[src/rtl/rgb_seq_pkg.sv]
// Shared defaults for the RGB sequencer: 8-colour palette at 8-bit scale and width helpers.
// Pure constants and functions; no latency and no flow control.
package rgb_seq_pkg;

    localparam logic [23:0] DEFAULT_PALETTE [8] = '{
        24'hFF0000, 24'h00FF00, 24'h0000FF, 24'hFFFFFF,
        24'hFFFF00, 24'h00FFFF, 24'hFF00FF, 24'h000000
    };

    function automatic int step_w(input int n);
        return (n <= 2) ? 1 : $clog2(n);
    endfunction

    // Narrower widths keep the top bits; wider widths replicate the MSBs into the extra LSBs.
    function automatic logic [11:0] scale8(input logic [7:0] v, input int w);
        logic [15:0] rep;
        rep = {v, v};
        return 12'(rep >> (16 - w));
    endfunction

    function automatic logic [35:0] default_entry(input int idx, input int w);
        logic [23:0] c;
        logic [35:0] r, g, b;
        c = DEFAULT_PALETTE[idx];
        r = 36'(scale8(c[23:16], w));
        g = 36'(scale8(c[15:8], w));
        b = 36'(scale8(c[7:0], w));
        return (r << (2 * w)) | (g << w) | b;
    endfunction

endpackage

[src/rtl/rgb_pwm_channel.sv]
// One LED channel: duty register (crossfade stepper when RGB_SEQ_FADE_EN), compare, output flop.
// Compare-to-LED latency 1 cycle; no backpressure.
module rgb_pwm_channel #(
    parameter int PWM_W      = 8,
    parameter int ACTIVE_LOW = 1
) (
    input  logic             clk,
    input  logic             rst,
    input  logic [PWM_W-1:0] pwm_cnt,
    input  logic [PWM_W-1:0] target,
    output logic             led
);
    localparam logic LED_OFF = (ACTIVE_LOW != 0);

    logic [PWM_W-1:0] duty_q;
    logic [PWM_W-1:0] duty_nxt;
    logic [PWM_W-1:0] duty_eff;
    logic             boundary;
    logic             on;

    assign boundary = (pwm_cnt == '0);

    always_comb begin
`ifdef RGB_SEQ_FADE_EN
        duty_nxt = duty_q;
        if (duty_q < target)
            duty_nxt = duty_q + 1'b1;
        else if (duty_q > target)
            duty_nxt = duty_q - 1'b1;
`else
        duty_nxt = target;
`endif
    end

    // The boundary cycle already uses the new duty so a whole period sees one value.
    assign duty_eff = boundary ? duty_nxt : duty_q;
    assign on       = (pwm_cnt < duty_eff);

    always_ff @(posedge clk or posedge rst) begin
        if (rst) begin
            duty_q <= '0;
            led    <= LED_OFF;
        end else begin
            if (boundary)
                duty_q <= duty_nxt;
            led <= on ^ LED_OFF;
        end
    end

endmodule

[src/rtl/rgb_pwm_sequencer.sv]
// Steps an RGB LED through a writable palette, DWELL_CYCLES per entry; RGB_SEQ_FADE_EN adds crossfade.
// LEDs registered (1 cycle after compare); palette writes always accepted, no backpressure.
module rgb_pwm_sequencer
    import rgb_seq_pkg::*;
#(
    parameter int PWM_W        = 8,
    parameter int NUM_STEPS    = 4,
    parameter int DWELL_CYCLES = 12000000,
    parameter int ACTIVE_LOW   = 1
) (
    input  logic                         clk,
    input  logic                         rst,
    input  logic                         en,
    input  logic                         wr_en,
    input  logic [step_w(NUM_STEPS)-1:0] wr_addr,
    input  logic [3*PWM_W-1:0]           wr_data,
    output logic                         red,
    output logic                         green,
    output logic                         blue,
    output logic [step_w(NUM_STEPS)-1:0] step,
    output logic                         step_tick
);
    localparam int SW = step_w(NUM_STEPS);
    localparam int DW = $clog2(DWELL_CYCLES);
    localparam int EW = 3 * PWM_W;

    logic [PWM_W-1:0] pwm_cnt;
    logic [DW-1:0]    dwell;
    logic [EW-1:0]    palette [NUM_STEPS];
    logic [EW-1:0]    cur_entry;

    assign cur_entry = palette[step];

    always_ff @(posedge clk or posedge rst) begin
        if (rst) begin
            pwm_cnt   <= '0;
            dwell     <= '0;
            step      <= '0;
            step_tick <= 1'b0;
        end else begin
            pwm_cnt   <= pwm_cnt + 1'b1;
            step_tick <= 1'b0;
            if (en) begin
                if (dwell == DW'(DWELL_CYCLES - 1)) begin
                    dwell     <= '0;
                    step_tick <= 1'b1;
                    step      <= (step == SW'(NUM_STEPS - 1)) ? '0 : step + 1'b1;
                end else begin
                    dwell <= dwell + 1'b1;
                end
            end
        end
    end

    always_ff @(posedge clk or posedge rst) begin
        if (rst) begin
            for (int i = 0; i < NUM_STEPS; i++)
                palette[i] <= EW'(default_entry(i, PWM_W));
        end else if (wr_en && (int'(wr_addr) < NUM_STEPS)) begin
            palette[wr_addr] <= wr_data;
        end
    end

    rgb_pwm_channel #(.PWM_W(PWM_W), .ACTIVE_LOW(ACTIVE_LOW)) u_red (
        .clk(clk), .rst(rst), .pwm_cnt(pwm_cnt),
        .target(cur_entry[3*PWM_W-1 -: PWM_W]), .led(red)
    );

    rgb_pwm_channel #(.PWM_W(PWM_W), .ACTIVE_LOW(ACTIVE_LOW)) u_green (
        .clk(clk), .rst(rst), .pwm_cnt(pwm_cnt),
        .target(cur_entry[2*PWM_W-1 -: PWM_W]), .led(green)
    );

    rgb_pwm_channel #(.PWM_W(PWM_W), .ACTIVE_LOW(ACTIVE_LOW)) u_blue (
        .clk(clk), .rst(rst), .pwm_cnt(pwm_cnt),
        .target(cur_entry[PWM_W-1:0]), .led(blue)
    );

endmodule

[config.mk]
export PLATFORM = sky130hd
export DESIGN_NAME = rgb_pwm_sequencer
export DESIGN_NICKNAME = d
export VERILOG_FILES = /design/src/rtl/rgb_seq_pkg.sv /design/src/rtl/rgb_pwm_channel.sv /design/src/rtl/rgb_pwm_sequencer.sv
export SDC_FILE = /design/constraint.sdc
export NUM_CORES = 1
export LEC_CHECK = 0
export ABC_AREA = 1
export BUFFER_PORTS_ARGS = -buffer_cell sky130_fd_sc_hd__buf_2
export CAP_MARGIN = 20
export CORE_ASPECT_RATIO = 2
export CORE_MARGIN = 10
export CORE_UTILIZATION = 45
export CTS_BUF_LIST = sky130_fd_sc_hd__clkbuf_8 sky130_fd_sc_hd__clkbuf_16
export DETAILED_ROUTE_END_ITERATION = 8
export GPL_TIMING_DRIVEN = 0
export RECOVER_POWER = 50
export REMOVE_ABC_BUFFERS = 1
export SYNTH_ARGS = -nofsm -noshare
export SYNTH_HDL_FRONTEND = slang
export SYNTH_SLANG_ARGS = --single-unit
[constraint.sdc]
create_clock -name clk -period 9 [get_ports clk]
set_input_delay 1.35 -clock clk [delete_from_list [all_inputs] [get_ports clk]]
set_output_delay 1.35 -clock clk [all_outputs]
set_load 0.005 [all_outputs]
After elaboration in Yosys (flattened, before gate mapping) --
Index checks and enable logic that the tools add are counted.
Storage, ports and cells: bits in registers 158, input bits 30, output and inout bits 6, word-level logic and storage cells 46
Operators by class: $add $sub $neg 3, magnitude comparators 6, eq/ne operators 2, muxes and demuxes 13, bitwise gates (word level) 5, reductions and logical operators 3
Operator list (number):
- $bwmux 96 | 1
- $mux 24 | 4
- $bmux 24 s2 | 1
- $demux 24 s2 | 1
- $add 24x1->24 const B | 1
- $eq 24x24->1 const B | 1
- $lt 8x8->1 | 3
- $mux 8 | 3
- $add 8x1->8 const B | 1
- $logic_not 8->1 | 1
- $ge 3x3->1 const B | 2
- $not 2->3 | 2
- $lt 3x1->1 const B | 1
- $not 1->1 | 3
- $add 2x1->2 const B | 1
- $eq 2x2->1 const B | 1
- $mux 1 | 2
- $mux 2 | 1
- $reduce_and 2->1 | 1
- $logic_and 1x1->1 | 1

Depth between registers and ports, before layout --
Gate-level depths: netlist (run 1).
depth in word-level cells 7, mapped depth 15, mapped depth without buffers 14

By module --
A second synthesis (run 1) with hierarchy kept.
Unflattened totals: cells, all modules 960, area, all modules 7808.7 µm²
By module, submodules not included:
- rgb_pwm_sequencer | instances 1, cells each 735, area each 6093.3 µm²
- rgb_pwm_channel | instances 3, cells each 75, area each 571.8 µm²

Worst setup path after synthesis (run 1) --
Ideal clock, no wire load.
path type input port to flip-flop, from input port en, to register dwell[17], arrival 2146 ps, setup slack 6729 ps, stages on the path 7, cell sequence buf_4 > inv_2 > nor3_1 > nand3_1 > inv_1 > and3_1 > nor3_1
RTL lines:
- start, declared | line rgb_pwm_sequencer.sv:13 | input logic en,
- end signal, assigned | line rgb_pwm_sequencer.sv:49 | dwell <= dwell + 1'b1;
- end, declared | line rgb_pwm_sequencer.sv:28 | logic [DW-1:0] dwell;

Worst setup path in the final report (run 1) --
from register step[1], to output port step[1]
RTL lines:
- start, declared | line rgb_pwm_sequencer.sv:20 | output logic [step_w(NUM_STEPS)-1:0] step,
- start signal, assigned | line rgb_pwm_sequencer.sv:47 | step <= (step == SW'(NUM_STEPS - 1)) ? '0 : step + 1'b1;
No word-level cell between the ends.

==> flow_summary.html, run 1 <==
<table>
<tr><th>Metric</th><th>Value</th></tr>
<tr><th colspan="2">Synthesis</th></tr>
<tr><td>Sequential element share of the synthesized area</td><td>51.6%</td></tr>
<tr><td>Library cell with the largest summed area after synthesis</td><td>sky130_fd_sc_hd__dfrtp_1</td></tr>
<tr><td>Number of flops mapped to enable cells by yosys</td><td>0</td></tr>
<tr><td>Post-Synthesis Cell Area</td><td>~8000 um^2</td></tr>
<tr><td>Cells after synthesis</td><td>919</td></tr>
<tr><td>Post-synthesis async set-or-reset flop share</td><td>100%</td></tr>
<tr><td>Area share of the leading cell type in the synthesized netlist</td><td>34.4%</td></tr>
<tr><td>Prevailing post-synth register cell</td><td>sky130_fd_sc_hd__dfrtp_1</td></tr>
<tr><td>Number of warning messages in the yosys log</td><td>0</td></tr>
<tr><td>Post-synthesis average cell area</td><td>8.47 um^2</td></tr>
<tr><td>Flip-flop and latch count after synthesis</td><td>158</td></tr>
<tr><td>Distinct cells, synth</td><td>39</td></tr>
<tr><td>Largest cells by area after synthesis</td><td>sky130_fd_sc_hd__dfrtp_1 (34%), sky130_fd_sc_hd__dfstp_2 (17%), sky130_fd_sc_hd__nand2_1 (9.8%), sky130_fd_sc_hd__o21ai_0 (9.2%), sky130_fd_sc_hd__inv_1 (5.2%)</td></tr>
<tr><th colspan="2">STA</th></tr>
<tr><td>Unrepaired setup endpoints after global routing</td><td>no</td></tr>
<tr><td>Final Skew</td><td>0.0106 ns</td></tr>
<tr><td>Setup Total Neg Slack</td><td>0 ns</td></tr>
<tr><td>Final period util</td><td>34.7%</td></tr>
<tr><td>Transition time of the tightest slew-check pin</td><td>1.50 ns</td></tr>
<tr><td>Shortest period the worst path allows</td><td>around 3.1 ns</td></tr>
<tr><td>Worst-case hold slack</td><td>0.473 ns</td></tr>
<tr><td>Number of setup violations in the final report</td><td>0</td></tr>
<tr><td>Number of max-slew violations in the final report</td><td>1</td></tr>
<tr><td>Normalized max-slew margin</td><td>-0.382%</td></tr>
<tr><td>Hold Fails Final Rpt</td><td>0</td></tr>
<tr><td>Achievable Freq</td><td>320 MHz</td></tr>
<tr><th colspan="2">Worst setup path</th></tr>
<tr><td>CP bufs+invs</td><td>1</td></tr>
<tr><td>Cell chain of the critical path</td><td>buf_2</td></tr>
<tr><td>Top Family by Delay on Critical Path</td><td>flip-flops</td></tr>
<tr><td>CP peak stage delay</td><td>1.09 ns</td></tr>
<tr><td>CP max FO</td><td>27</td></tr>
<tr><td>Slowest cell on crit path</td><td>sky130_fd_sc_hd__dfrtp_1</td></tr>
<tr><td>CP Data Arrival Time</td><td>1.78 ns</td></tr>
<tr><td>Required @ worst endpoint</td><td>7.65 ns</td></tr>
<tr><td>Crit path kind</td><td>flop to primary output</td></tr>
<tr><td>Type of element launching the critical path</td><td>flop</td></tr>
<tr><td>Crit. End Element</td><td>primary output</td></tr>
<tr><th colspan="2">Outcome</th></tr>
<tr><td>Status</td><td>finished, violations left</td></tr>
<tr><td>Violated checks</td><td>max-capacitance violations, max-slew violations</td></tr>
<tr><th colspan="2">Die</th></tr>
<tr><td>Die Width</td><td>113 um</td></tr>
<tr><td>I/O pin total</td><td>36</td></tr>
<tr><td>Core region area</td><td>17100 um^2</td></tr>
<tr><td>Area of the die</td><td>23300 um^2</td></tr>
<tr><td>Placement row count</td><td>68</td></tr>
<tr><td>Die height</td><td>slightly above 200 um</td></tr>
<tr><td>Initial core utilization</td><td>a little under half</td></tr>
<tr><th colspan="2">Clock tree</th></tr>
<tr><td>Deepest clock path buffer count</td><td>2</td></tr>
<tr><td>Clock tree from TritonCTS</td><td>yes</td></tr>
<tr><td>Number of hold-repair buffers added at the cts stage</td><td>0</td></tr>
<tr><td>Depth of the CTS H-tree</td><td>4</td></tr>
<tr><td>Post-CTS sizing</td><td>0</td></tr>
<tr><td>Clock-pin transition on the worst setup and hold timing paths</td><td>0.06 ns</td></tr>
<tr><td>CTS sink cnt</td><td>158</td></tr>
<tr><td>Number of setup buffers added after CTS</td><td>0</td></tr>
<tr><td>Cell at the root of the clock tree</td><td>sky130_fd_sc_hd__clkbuf_16</td></tr>
<tr><td>CTS Buf Count</td><td>17</td></tr>
<tr><td>Clock insertion delay at the later pin of the skew report</td><td>0.42 ns</td></tr>
<tr><th colspan="2">GRT</th></tr>
<tr><td>Overall global routing resource usage</td><td>between 10% and 20%</td></tr>
<tr><td>Number of global-route vias before repair</td><td>5948</td></tr>
<tr><td>Overflow after GRT</td><td>0</td></tr>
<tr><td>Number of antenna violations at the first check in global routing</td><td>0</td></tr>
<tr><td>Largest net degree at the start of global routing</td><td>128</td></tr>
<tr><td>Global-route wire length before repair</td><td>28900 um</td></tr>
<tr><th colspan="2">Layout</th></tr>
<tr><td>Final Core Density</td><td>51.6%</td></tr>
<tr><td>Layout cell share with drive strength beyond 1</td><td>17.1%</td></tr>
<tr><td>Net count, final</td><td>just under 1k</td></tr>
<tr><td>Most frequent standard cell in the layout excluding fill and tap cells</td><td>sky130_fd_sc_hd__nand2_1</td></tr>
<tr><td>Area growth from synthesis to final layout</td><td>13.2%</td></tr>
<tr><td>Inserted Diodes</td><td>0</td></tr>
<tr><td>Top library cells by usage in the layout, fill and taps aside</td><td>sky130_fd_sc_hd__nand2_1 (201), sky130_fd_sc_hd__o21ai_0 (143), sky130_fd_sc_hd__inv_1 (113)</td></tr>
<tr><th colspan="2">Route</th></tr>
<tr><td>Total wire length after detailed routing</td><td>16600 um</td></tr>
<tr><td>Violation count after the first detailed-route iteration</td><td>slightly below 300</td></tr>
<tr><td>Via count</td><td>5931</td></tr>
<tr><td>Post-DR wirelength/cell</td><td>14.2 um</td></tr>
<tr><td>Routed met3 length</td><td>536 um</td></tr>
<tr><td>DR pass1 iterations</td><td>5</td></tr>
<tr><td>M1 wire length</td><td>7490 um</td></tr>
<tr><td>Highest metal layer used by the detailed router</td><td>met4</td></tr>
<tr><td>Mean number of vias per cell</td><td>5.10</td></tr>
<tr><td>DRC violations left</td><td>0</td></tr>
<tr><td>Antenna Nets Post-Route</td><td>0</td></tr>
<tr><td>Metal2 WL</td><td>8240 um</td></tr>
<tr><th colspan="2">Power and ir drop</th></tr>
<tr><td>VDD IR-drop max</td><td>0.123 mV</td></tr>
<tr><td>Design Power</td><td>1.87 mW</td></tr>
<tr><td>P_leak</td><td>around 4.2 nW</td></tr>
<tr><td>Power per cell area</td><td>212 nW/um^2</td></tr>
<tr><th colspan="2">Placement</th></tr>
<tr><td>Routability congestion estimate from global placement</td><td>0.822</td></tr>
<tr><td>Post-detailed-placement half-perimeter wirelength</td><td>~10000 um</td></tr>
<tr><td>Number of port buffers</td><td>35</td></tr>
<tr><th colspan="2">Worst hold path</th></tr>
<tr><td>Classification of the worst-slack hold path</td><td>flop to flop</td></tr>
<tr><th colspan="2">Job</th></tr>
<tr><td>Count of maximum capacitance violations</td><td>1</td></tr>
</table>
==> Yosys cell counts (all sizes together) (13+ instances only) <==
cell type	instances
a21oi	13
o22ai	19
dfstp	51
inv	117
ha	25
dfrtp	107
nand2	206
clkbuf	19
nor3	16
o21ai	164
xor2	13
buf	20
nor2	94
nand3	27
==> through the flow <==
| stage | setup WS [ns] | cells | instance area (um^2) |
|---|---|---|---|
| 6_report | 5.87 | 1162 | 8820 |
| 5_1_grt | 5.77 | 1162 | 8820 |
| 4_1_cts | 5.83 | 1162 | 8830 |
| 3_5_place_dp | 6.12 | 1130 | 8190 |
| 3_3_place_gp | 1.47 | 1125 | 8040 |
| 2_1_floorplan | 3.47 | 880 | 7600 |
==> per-layer routing <==
layer	vias to the layer above	global-route usage, %
met2	100	24.8
met5	-	0
met4	0	5.51
met3	20	3.23
li1	3014	-
met1	2797	18.7
==> layout make-up <==
type / count / area [um^2]
clock buffers: 17 / 425
clock inverters: 15 / 209
inverters: 117 / 440
well taps: 210 / 263
fillers: 1619 / 8280
repair buffers: 40 / 297
multi-input cells: 605 / 3170
flip-flops and latches: 158 / 4020
==> report_power, final <==
group          switching, mW  internal (mW)  total (mW)
Sequential            0.0557          0.829       0.885
Combinational          0.125         0.0814       0.206
Clock                  0.286          0.489       0.775
==> flip-flops by register name, indices dropped and copies added (netlist names) <==
| signal | flops |
|---|---|
| u_blue.led | 1 |
| u_blue.duty_q | 8 |
| step_tick | 1 |
| pwm_cnt | 8 |
| u_red.led | 1 |
| u_green.led | 1 |
| u_green.duty_q | 8 |
| dwell | 24 |
| step | 2 |
| palette | 96 |
| u_red.duty_q | 8 |
==> final timing paths <==
| kind | startpoint | to | slack [ns] | cells after the start |
|---|---|---|---|---|
| min in group asynchronous | rst | palette[66]$_DFFE_PP0P_ | 1.28 | 2 |
| worst min-delay path | dwell[22]$_DFFE_PP0P_ | dwell[22]$_DFFE_PP0P_ | 0.47 | 1 |
| worst max register to register | step[1]$_DFFE_PP0P_ | u_red.led$_DFF_PP1_ | 6.04 | 11 |
| worst min register to register | dwell[22]$_DFFE_PP0P_ | dwell[22]$_DFFE_PP0P_ | 0.47 | 1 |
| max in group asynchronous | rst | u_blue.duty_q[7]$_DFF_PP0_ | 6.54 | 3 |
| worst max-delay path | step[1]$_DFFE_PP0P_ | step[1] | 5.87 | 1 |
==> cell families after synthesis <==
group           count (synthesis)  synth area share [%]
compound gates                202                  14.0
xor+xnor                       15                  1.69
fa+ha+maj                      25                  4.02
buf+inv                       156                  7.99
flops                         158                  51.6
simple gates                  363                  20.8
No activity file was read; power rests on OpenSTA's default activity.
==> run 2, diff against run 1 <==
clock period = 3.2 ns   (was 9 ns; I/O delays follow)
==> flow_summary.html, run 2 (same netlist as run 1, synthesis figures left out) <==
<table>
<tr><th>Metric</th><th>Value</th></tr>
<tr><th colspan="2">Power and ir drop</th></tr>
<tr><td>Switching part of the total</td><td>25.0%</td></tr>
<tr><td>Power share of the clock group</td><td>41.5%</td></tr>
<tr><td>P_leak</td><td>~4.2 nW</td></tr>
<tr><td>Internal power consumption</td><td>3.93 mW</td></tr>
<tr><td>Sequential power share</td><td>47.4%</td></tr>
<tr><td>VDD IR-drop max</td><td>around 0.35 mV</td></tr>
<tr><td>Switching power</td><td>1.31 mW</td></tr>
<tr><td>Power per cell area</td><td>~590 nW/um^2</td></tr>
<tr><td>Design Power</td><td>5.25 mW</td></tr>
<tr><td>Combinational power share</td><td>11.1%</td></tr>
<tr><th colspan="2">Job</th></tr>
<tr><td>Count of maximum capacitance violations</td><td>1</td></tr>
<tr><th colspan="2">Layout</th></tr>
<tr><td>Register Area</td><td>4020 um^2</td></tr>
<tr><td>Filler Cell Count</td><td>1620</td></tr>
<tr><td>Net count, final</td><td>between 900 and 1k</td></tr>
<tr><td>Top library cells by usage in the layout, fill and taps aside</td><td>sky130_fd_sc_hd__nand2_1 (201), sky130_fd_sc_hd__o21ai_0 (143), sky130_fd_sc_hd__inv_1 (112)</td></tr>
<tr><td>Top Registers</td><td>palette (96), dwell (24)</td></tr>
<tr><td>Layout cell share with drive strength beyond 1</td><td>17.5%</td></tr>
<tr><td>Flip-flop count of the largest register, all copies and words added</td><td>96</td></tr>
<tr><td>Multi-input gate area in the final layout</td><td>3170 um^2</td></tr>
<tr><td>Most frequent standard cell in the layout excluding fill and tap cells</td><td>sky130_fd_sc_hd__nand2_1</td></tr>
<tr><td>Area growth from synthesis to final layout</td><td>13.3%</td></tr>
<tr><td>Inserted Diodes</td><td>0</td></tr>
<tr><td>Register containing the most flip-flops in the final layout</td><td>palette</td></tr>
<tr><td>Non-filler cells in the finished layout</td><td>1162</td></tr>
<tr><td>Final Core Density</td><td>a little over 50%</td></tr>
<tr><th colspan="2">GRT</th></tr>
<tr><td>Number of global-route vias before repair</td><td>5948</td></tr>
<tr><td>Met3 Track Usage GR</td><td>3.23%</td></tr>
<tr><td>Met2 global-route usage</td><td>24.8%</td></tr>
<tr><td>Largest net degree at the start of global routing</td><td>128</td></tr>
<tr><td>Overall global routing resource usage</td><td>between 10% and 20%</td></tr>
<tr><td>Overflow after GRT</td><td>0</td></tr>
<tr><td>Number of antenna violations at the first check in global routing</td><td>0</td></tr>
<tr><td>Global-route wire length before repair</td><td>28900 um</td></tr>
<tr><td>Grt met1 use</td><td>18.7%</td></tr>
<tr><td>Most Used Layer, Global Route</td><td>met2</td></tr>
<tr><th colspan="2">Route</th></tr>
<tr><td>DRC violations left</td><td>0</td></tr>
<tr><td>Mean number of vias per cell</td><td>5.10</td></tr>
<tr><td>Violation count after the first detailed-route iteration</td><td>288</td></tr>
<tr><td>Antenna Nets Post-Route</td><td>0</td></tr>
<tr><td>Post-DR wirelength/cell</td><td>14.3 um</td></tr>
<tr><td>DR pass1 iterations</td><td>5</td></tr>
<tr><td>Via count</td><td>5928</td></tr>
<tr><td>Total wire length after detailed routing</td><td>16600 um</td></tr>
<tr><th colspan="2">Worst setup path</th></tr>
<tr><td>Reg-to-reg setup timing slack</td><td>0.55 ns</td></tr>
<tr><td>CP Data Arrival Time</td><td>2.99 ns</td></tr>
<tr><td>Crit path kind</td><td>flop to flop</td></tr>
<tr><td>Capture instance of the worst register-to-register path</td><td>u_red.led$_DFF_PP1_</td></tr>
<tr><td>Required @ worst endpoint</td><td>between 3 and 4 ns</td></tr>
<tr><td>Crit Reg-Reg Startpoint</td><td>step[0]$_DFFE_PP0P_</td></tr>
<tr><td>Crit. End Element</td><td>flop</td></tr>
<tr><td>CP max FO</td><td>48</td></tr>
<tr><td>Crit path capture</td><td>u_red.led$_DFF_PP1_</td></tr>
<tr><td>Critical Path Start</td><td>step[0]$_DFFE_PP0P_</td></tr>
<tr><td>Type of element launching the critical path</td><td>flop</td></tr>
<tr><td>Path depth of the worst reg2reg path</td><td>12</td></tr>
<tr><th colspan="2">STA</th></tr>
<tr><td>Number of setup violations in the final report</td><td>0</td></tr>
<tr><td>Worst-case hold slack</td><td>between 0.3 and 0.4 ns</td></tr>
<tr><td>Shortest period the worst path allows</td><td>2.65 ns</td></tr>
<tr><td>Number of max-slew violations in the final report</td><td>32</td></tr>
<tr><td>Final period util</td><td>between 80 and 90%</td></tr>
<tr><td>Final Skew</td><td>~0.012 ns</td></tr>
<tr><td>Hold Fails Final Rpt</td><td>0</td></tr>
<tr><td>Normalized max-slew margin</td><td>-1.03%</td></tr>
<tr><td>Setup Total Neg Slack</td><td>0 ns</td></tr>
<tr><td>Transition time of the tightest slew-check pin</td><td>between 1.5 and 2 ns</td></tr>
<tr><td>Achievable Freq</td><td>377 MHz</td></tr>
<tr><td>Unrepaired setup endpoints after global routing</td><td>no</td></tr>
<tr><th colspan="2">Clock tree</th></tr>
<tr><td>CTS sink cnt</td><td>roughly 160</td></tr>
<tr><td>Number of setup buffers added after CTS</td><td>0</td></tr>
<tr><td>Deepest clock path buffer count</td><td>2</td></tr>
<tr><td>Cell at the root of the clock tree</td><td>sky130_fd_sc_hd__clkbuf_16</td></tr>
<tr><td>Clock tree from TritonCTS</td><td>yes</td></tr>
<tr><td>CTS Buf Count</td><td>17</td></tr>
<tr><td>Clock insertion delay at the later pin of the skew report</td><td>~0.42 ns</td></tr>
<tr><td>Clock-pin transition on the worst setup and hold timing paths</td><td>0.06 ns</td></tr>
<tr><td>Depth of the CTS H-tree</td><td>4</td></tr>
<tr><th colspan="2">Worst hold path</th></tr>
<tr><td>Classification of the worst-slack hold path</td><td>primary input to flop</td></tr>
<tr><th colspan="2">Outcome</th></tr>
<tr><td>Violated checks</td><td>max-capacitance violations, max-slew violations</td></tr>
<tr><td>Status</td><td>finished, violations left</td></tr>
<tr><th colspan="2">Placement</th></tr>
<tr><td>Cell count after placement</td><td>between 1k and 1.5k</td></tr>
<tr><td>Routability congestion estimate from global placement</td><td>about 0.82</td></tr>
<tr><td>Post-detailed-placement half-perimeter wirelength</td><td>10500 um</td></tr>
<tr><td>Number of port buffers</td><td>35</td></tr>
<tr><th colspan="2">Die</th></tr>
<tr><td>Initial core utilization</td><td>45.5%</td></tr>
<tr><td>Die Width</td><td>roughly 110 um</td></tr>
<tr><td>Core region area</td><td>17100 um^2</td></tr>
<tr><td>Die height</td><td>206 um</td></tr>
<tr><td>Area of the die</td><td>roughly 23000 um^2</td></tr>
<tr><td>I/O pin total</td><td>36</td></tr>
<tr><td>Placement row count</td><td>68</td></tr>
</table>
[run 2: cell count changes in the layout (fill, tap and decap cells not counted), sizes merged]
cell    previous run  this run
clkbuf            18        17
buf               39        40
[run 2: timing repair]
action / 4_1_cts / 5_1_grt
gates resized for setup: 0 / 3
hold buffers: 0 / 0
setup endpoints to repair: 0 / 1
[run 2: layer usage]
metal | part of all wire (%) | vias to the layer above | wire length (um)
met5 | 0 | - | 0
met1 | 45 | 2790 | 7470
met3 | 3.4 | 19 | 564
met2 | 50 | 105 | 8240
li1 | - | 3014 | -
met4 | 1.7 | 0 | 288
[run 2: worst min path at each step]
| stage | startpoint | endpoint | slack (ns) | depth (start not counted) |
|---|---|---|---|---|
| final | wr_data[2] | palette[2]$_DFFE_PP1P_ | 0.32 | 3 |
| after global routing | wr_data[2] | palette[2]$_DFFE_PP1P_ | 0.33 | 3 |
| after CTS | rst | palette[66]$_DFFE_PP0P_ | 0.006 | 2 |
| after detailed placement | rst | dwell[20]$_DFFE_PP0P_ | 0.46 | 2 |
| after global placement | dwell[22]$_DFFE_PP0P_ | dwell[22]$_DFFE_PP0P_ | 0.46 | 1 |
| after floorplan | dwell[22]$_DFFE_PP0P_ | dwell[22]$_DFFE_PP0P_ | 0.44 | 1 |
[run 2: power groups by stage]
| stage | combinational (mW) | clock [mW] | sequential (mW) |
|---|---|---|---|
| final | 0.581 | 2.18 | 2.49 |
| after global routing | 0.691 | 2.33 | 2.52 |
| after detailed placement | 0.587 | 0 | 2.51 |
| after CTS | 0.595 | 2.25 | 2.49 |
| after global placement | 0.551 | 0 | 2.52 |
| after floorplan | 0.437 | 0 | 2.48 |
[run 2: final cells by class]
cell class	count	area share, %
timing repair buffer	40	3.37
sequential	158	45.5
clock inverter	15	2.37
clock buffer	17	4.82
inverter	117	5.02
tap	210	2.98
multi-input combinational	605	35.9
[run 2: critical path: stages (launching register included)]
cell and delay (ns):
sky130_fd_sc_hd__dfrtp_2 0.58, sky130_fd_sc_hd__buf_12 0.25, sky130_fd_sc_hd__inv_4 0.39, sky130_fd_sc_hd__o21ai_0 0.14
sky130_fd_sc_hd__o22ai_1 0.15, sky130_fd_sc_hd__nand2_1 0.09, sky130_fd_sc_hd__o21ai_2 0.07, sky130_fd_sc_hd__inv_1 0.06
sky130_fd_sc_hd__ha_1 0.29, sky130_fd_sc_hd__a21oi_1 0.16, sky130_fd_sc_hd__nor2_1 0.07, sky130_fd_sc_hd__a211oi_1 0.22
sky130_fd_sc_hd__nand2_1 0.11
[run 2: through the flow]
step | area (um^2) | worst slack, ns
after global placement | 8040 | -3.46
after detailed placement | 8190 | 0.316
after CTS | 8830 | 0.218
after global routing | 8830 | 0.250
final | 8830 | 0.548
after floorplan | 7600 | -1.46
==> run 3, diff against run 2 <==
clock period = 2.78 ns   (was 3.2 ns; I/O delays follow)
==> flow_summary.html, run 3 (same netlist as run 1, synthesis figures left out) <==
<table>
<tr><th>Metric</th><th>Value</th></tr>
<tr><th colspan="2">Clock tree</th></tr>
<tr><td>Clock insertion delay at the later pin of the skew report</td><td>0.42 ns</td></tr>
<tr><td>Clock-pin transition on the worst setup and hold timing paths</td><td>0.06 ns</td></tr>
<tr><td>CTS sink cnt</td><td>between 150 and 200</td></tr>
<tr><td>CTS Buf Count</td><td>17</td></tr>
<tr><td>Depth of the CTS H-tree</td><td>4</td></tr>
<tr><td>Cell at the root of the clock tree</td><td>sky130_fd_sc_hd__clkbuf_16</td></tr>
<tr><td>Clock tree from TritonCTS</td><td>yes</td></tr>
<tr><td>Deepest clock path buffer count</td><td>2</td></tr>
<tr><th colspan="2">Die</th></tr>
<tr><td>Area of the die</td><td>23300 um^2</td></tr>
<tr><td>Die height</td><td>206 um</td></tr>
<tr><td>Initial core utilization</td><td>45.5%</td></tr>
<tr><td>Die Width</td><td>~110 um</td></tr>
<tr><td>Core region area</td><td>17100 um^2</td></tr>
<tr><td>I/O pin total</td><td>36</td></tr>
<tr><td>Placement row count</td><td>68</td></tr>
<tr><th colspan="2">Route</th></tr>
<tr><td>Post-DR wirelength/cell</td><td>14.2 um</td></tr>
<tr><td>DR pass1 iterations</td><td>5</td></tr>
<tr><td>Violation count after the first detailed-route iteration</td><td>285</td></tr>
<tr><td>Via count</td><td>a little under 6k</td></tr>
<tr><td>Antenna Nets Post-Route</td><td>0</td></tr>
<tr><td>Total wire length after detailed routing</td><td>16500 um</td></tr>
<tr><td>DRC violations left</td><td>0</td></tr>
<tr><td>Mean number of vias per cell</td><td>5.10</td></tr>
<tr><th colspan="2">Worst setup path</th></tr>
<tr><td>CP max FO</td><td>48</td></tr>
<tr><td>Type of element launching the critical path</td><td>flop</td></tr>
<tr><td>Required @ worst endpoint</td><td>3.12 ns</td></tr>
<tr><td>CP Data Arrival Time</td><td>between 2 and 3 ns</td></tr>
<tr><td>Reg-to-reg setup timing slack</td><td>between 0.3 and 0.4 ns</td></tr>
<tr><td>Crit. End Element</td><td>flop</td></tr>
<tr><td>Crit path kind</td><td>flop to flop</td></tr>
<tr><th colspan="2">Placement</th></tr>
<tr><td>Number of port buffers</td><td>35</td></tr>
<tr><td>Cell count after placement</td><td>1130</td></tr>
<tr><td>Total cell area at the placement stage</td><td>8190 um^2</td></tr>
<tr><td>Routability congestion estimate from global placement</td><td>0.822</td></tr>
<tr><td>Post-detailed-placement half-perimeter wirelength</td><td>about 10000 um</td></tr>
<tr><td>Pre-CTS setup slack</td><td>-0.104 ns</td></tr>
<tr><th colspan="2">Layout</th></tr>
<tr><td>Top library cells by usage in the layout, fill and taps aside</td><td>sky130_fd_sc_hd__nand2_1 (203), sky130_fd_sc_hd__o21ai_0 (143), sky130_fd_sc_hd__inv_1 (112)</td></tr>
<tr><td>Non-filler cells in the finished layout</td><td>1164</td></tr>
<tr><td>Net count, final</td><td>996</td></tr>
<tr><td>Flip-flop count of the largest register, all copies and words added</td><td>96</td></tr>
<tr><td>Top Registers</td><td>palette (96), dwell (24)</td></tr>
<tr><td>Filler Cell Count</td><td>1629</td></tr>
<tr><td>Register containing the most flip-flops in the final layout</td><td>palette</td></tr>
<tr><td>Post-route cell area</td><td>about 8800 um^2</td></tr>
<tr><td>Most frequent standard cell in the layout excluding fill and tap cells</td><td>sky130_fd_sc_hd__nand2_1</td></tr>
<tr><td>Inserted Diodes</td><td>0</td></tr>
<tr><td>Layout cell share with drive strength beyond 1</td><td>16.5%</td></tr>
<tr><td>Area growth from synthesis to final layout</td><td>12.6%</td></tr>
<tr><th colspan="2">Power and ir drop</th></tr>
<tr><td>P_leak</td><td>4.13 nW</td></tr>
<tr><td>VDD IR-drop max</td><td>0.398 mV</td></tr>
<tr><td>Power per cell area</td><td>688 nW/um^2</td></tr>
<tr><td>Design Power</td><td>6.03 mW</td></tr>
<tr><th colspan="2">STA</th></tr>
<tr><td>Setup Total Neg Slack</td><td>0 ns</td></tr>
<tr><td>Transition time of the tightest slew-check pin</td><td>between 1.5 and 2 ns</td></tr>
<tr><td>Hold Fails Final Rpt</td><td>0</td></tr>
<tr><td>Final Skew</td><td>~0.011 ns</td></tr>
<tr><td>Achievable Freq</td><td>407 MHz</td></tr>
<tr><td>Shortest period the worst path allows</td><td>2.46 ns</td></tr>
<tr><td>Normalized max-slew margin</td><td>-9.11%</td></tr>
<tr><td>Unrepaired setup endpoints after global routing</td><td>no</td></tr>
<tr><td>Min setup slack post-route</td><td>around 0.32 ns</td></tr>
<tr><td>Final period util</td><td>slightly below 90%</td></tr>
<tr><td>Number of max-slew violations in the final report</td><td>99</td></tr>
<tr><td>Number of setup violations in the final report</td><td>0</td></tr>
<tr><th colspan="2">GRT</th></tr>
<tr><td>Overall global routing resource usage</td><td>15.0%</td></tr>
<tr><td>Global-route wire length before repair</td><td>28900 um</td></tr>
<tr><td>Largest net degree at the start of global routing</td><td>128</td></tr>
<tr><td>Number of global-route vias before repair</td><td>5950</td></tr>
<tr><td>Overflow after GRT</td><td>0</td></tr>
<tr><td>Number of antenna violations at the first check in global routing</td><td>0</td></tr>
<tr><th colspan="2">Outcome</th></tr>
<tr><td>Status</td><td>finished, violations left</td></tr>
<tr><td>Violated checks</td><td>max-capacitance violations, max-slew violations</td></tr>
<tr><th colspan="2">Job</th></tr>
<tr><td>Count of maximum capacitance violations</td><td>3</td></tr>
<tr><th colspan="2">Worst hold path</th></tr>
<tr><td>Classification of the worst-slack hold path</td><td>primary input to flop</td></tr>
</table>
## run 3: routing by layer
metal	routed length (um)	GRT usage (%)	vias up
li1	-	-	3011
met3	554	3.23	19
met1	7450	18.7	2797
met4	288	5.51	0
met5	0	0	-
met2	8250	24.9	105
## run 3: worst paths after layout
kind                                       startpoint                         end  depth (start not counted)
worst min-delay path                       wr_data[2]      palette[2]$_DFFE_PP1P_                          3
worst min register to register  dwell[22]$_DFFE_PP0P_       dwell[22]$_DFFE_PP0P_                          1
max in group asynchronous                         rst  u_blue.duty_q[7]$_DFF_PP0_                          4
min in group asynchronous                         rst     palette[42]$_DFFE_PP0P_                          3
worst max register to register    step[0]$_DFFE_PP0P_         u_red.led$_DFF_PP1_                         12
worst max-delay path              step[0]$_DFFE_PP0P_         u_red.led$_DFF_PP1_                         12
## run 3: what timing repair did
action	in CTS	in global routing
setup endpoints to repair	3	3
setup buffers	0	1
hold buffers	1	0
resized for setup	2	4
endpoints found under the hold margin	29	0
pin swaps	0	1
## run 3: area by class of cell
cell class              instances  area [um^2]  share of cell area [%]
flip-flops and latches        158         4020                    45.8
multi-input cells             605         3140                    35.8
inverters                     117          450                    5.13
clock buffers                  17          425                    4.85
repair buffers                 42          264                    3.01
well taps                     210          263                    3.00
clock inverters                15          209                    2.38
## run 3: power by group
part,total [mW],switching (mW),internal [mW]
combinational,0.658,0.399,0.259
clock,2.51,0.929,1.58
sequential,2.87,0.181,2.68
total,6.03,1.51,4.53
## run 3: per-stage QoR
step / utilization (%) / hold slack, ns
finish: 51.3 / 0.258
global route: 51.3 / 0.270
CTS: 51.7 / 0.243
detailed placement: 47.9 / 0.399
global placement: 47.0 / 0.458
floorplan: - / 0.442
## run 3: critical path, cell delays in order (launching register included)
cell                       delay, ns
sky130_fd_sc_hd__dfrtp_2        0.59
sky130_fd_sc_hd__buf_12         0.25
sky130_fd_sc_hd__inv_8          0.23
sky130_fd_sc_hd__o21ai_0        0.12
sky130_fd_sc_hd__o22ai_1        0.14
sky130_fd_sc_hd__nand2_1        0.09
sky130_fd_sc_hd__o21ai_2        0.07
sky130_fd_sc_hd__inv_1          0.06
sky130_fd_sc_hd__ha_1           0.29
sky130_fd_sc_hd__a21oi_1        0.15
sky130_fd_sc_hd__nor2_1         0.07
sky130_fd_sc_hd__a211oi_1       0.21
sky130_fd_sc_hd__nand2_1        0.11
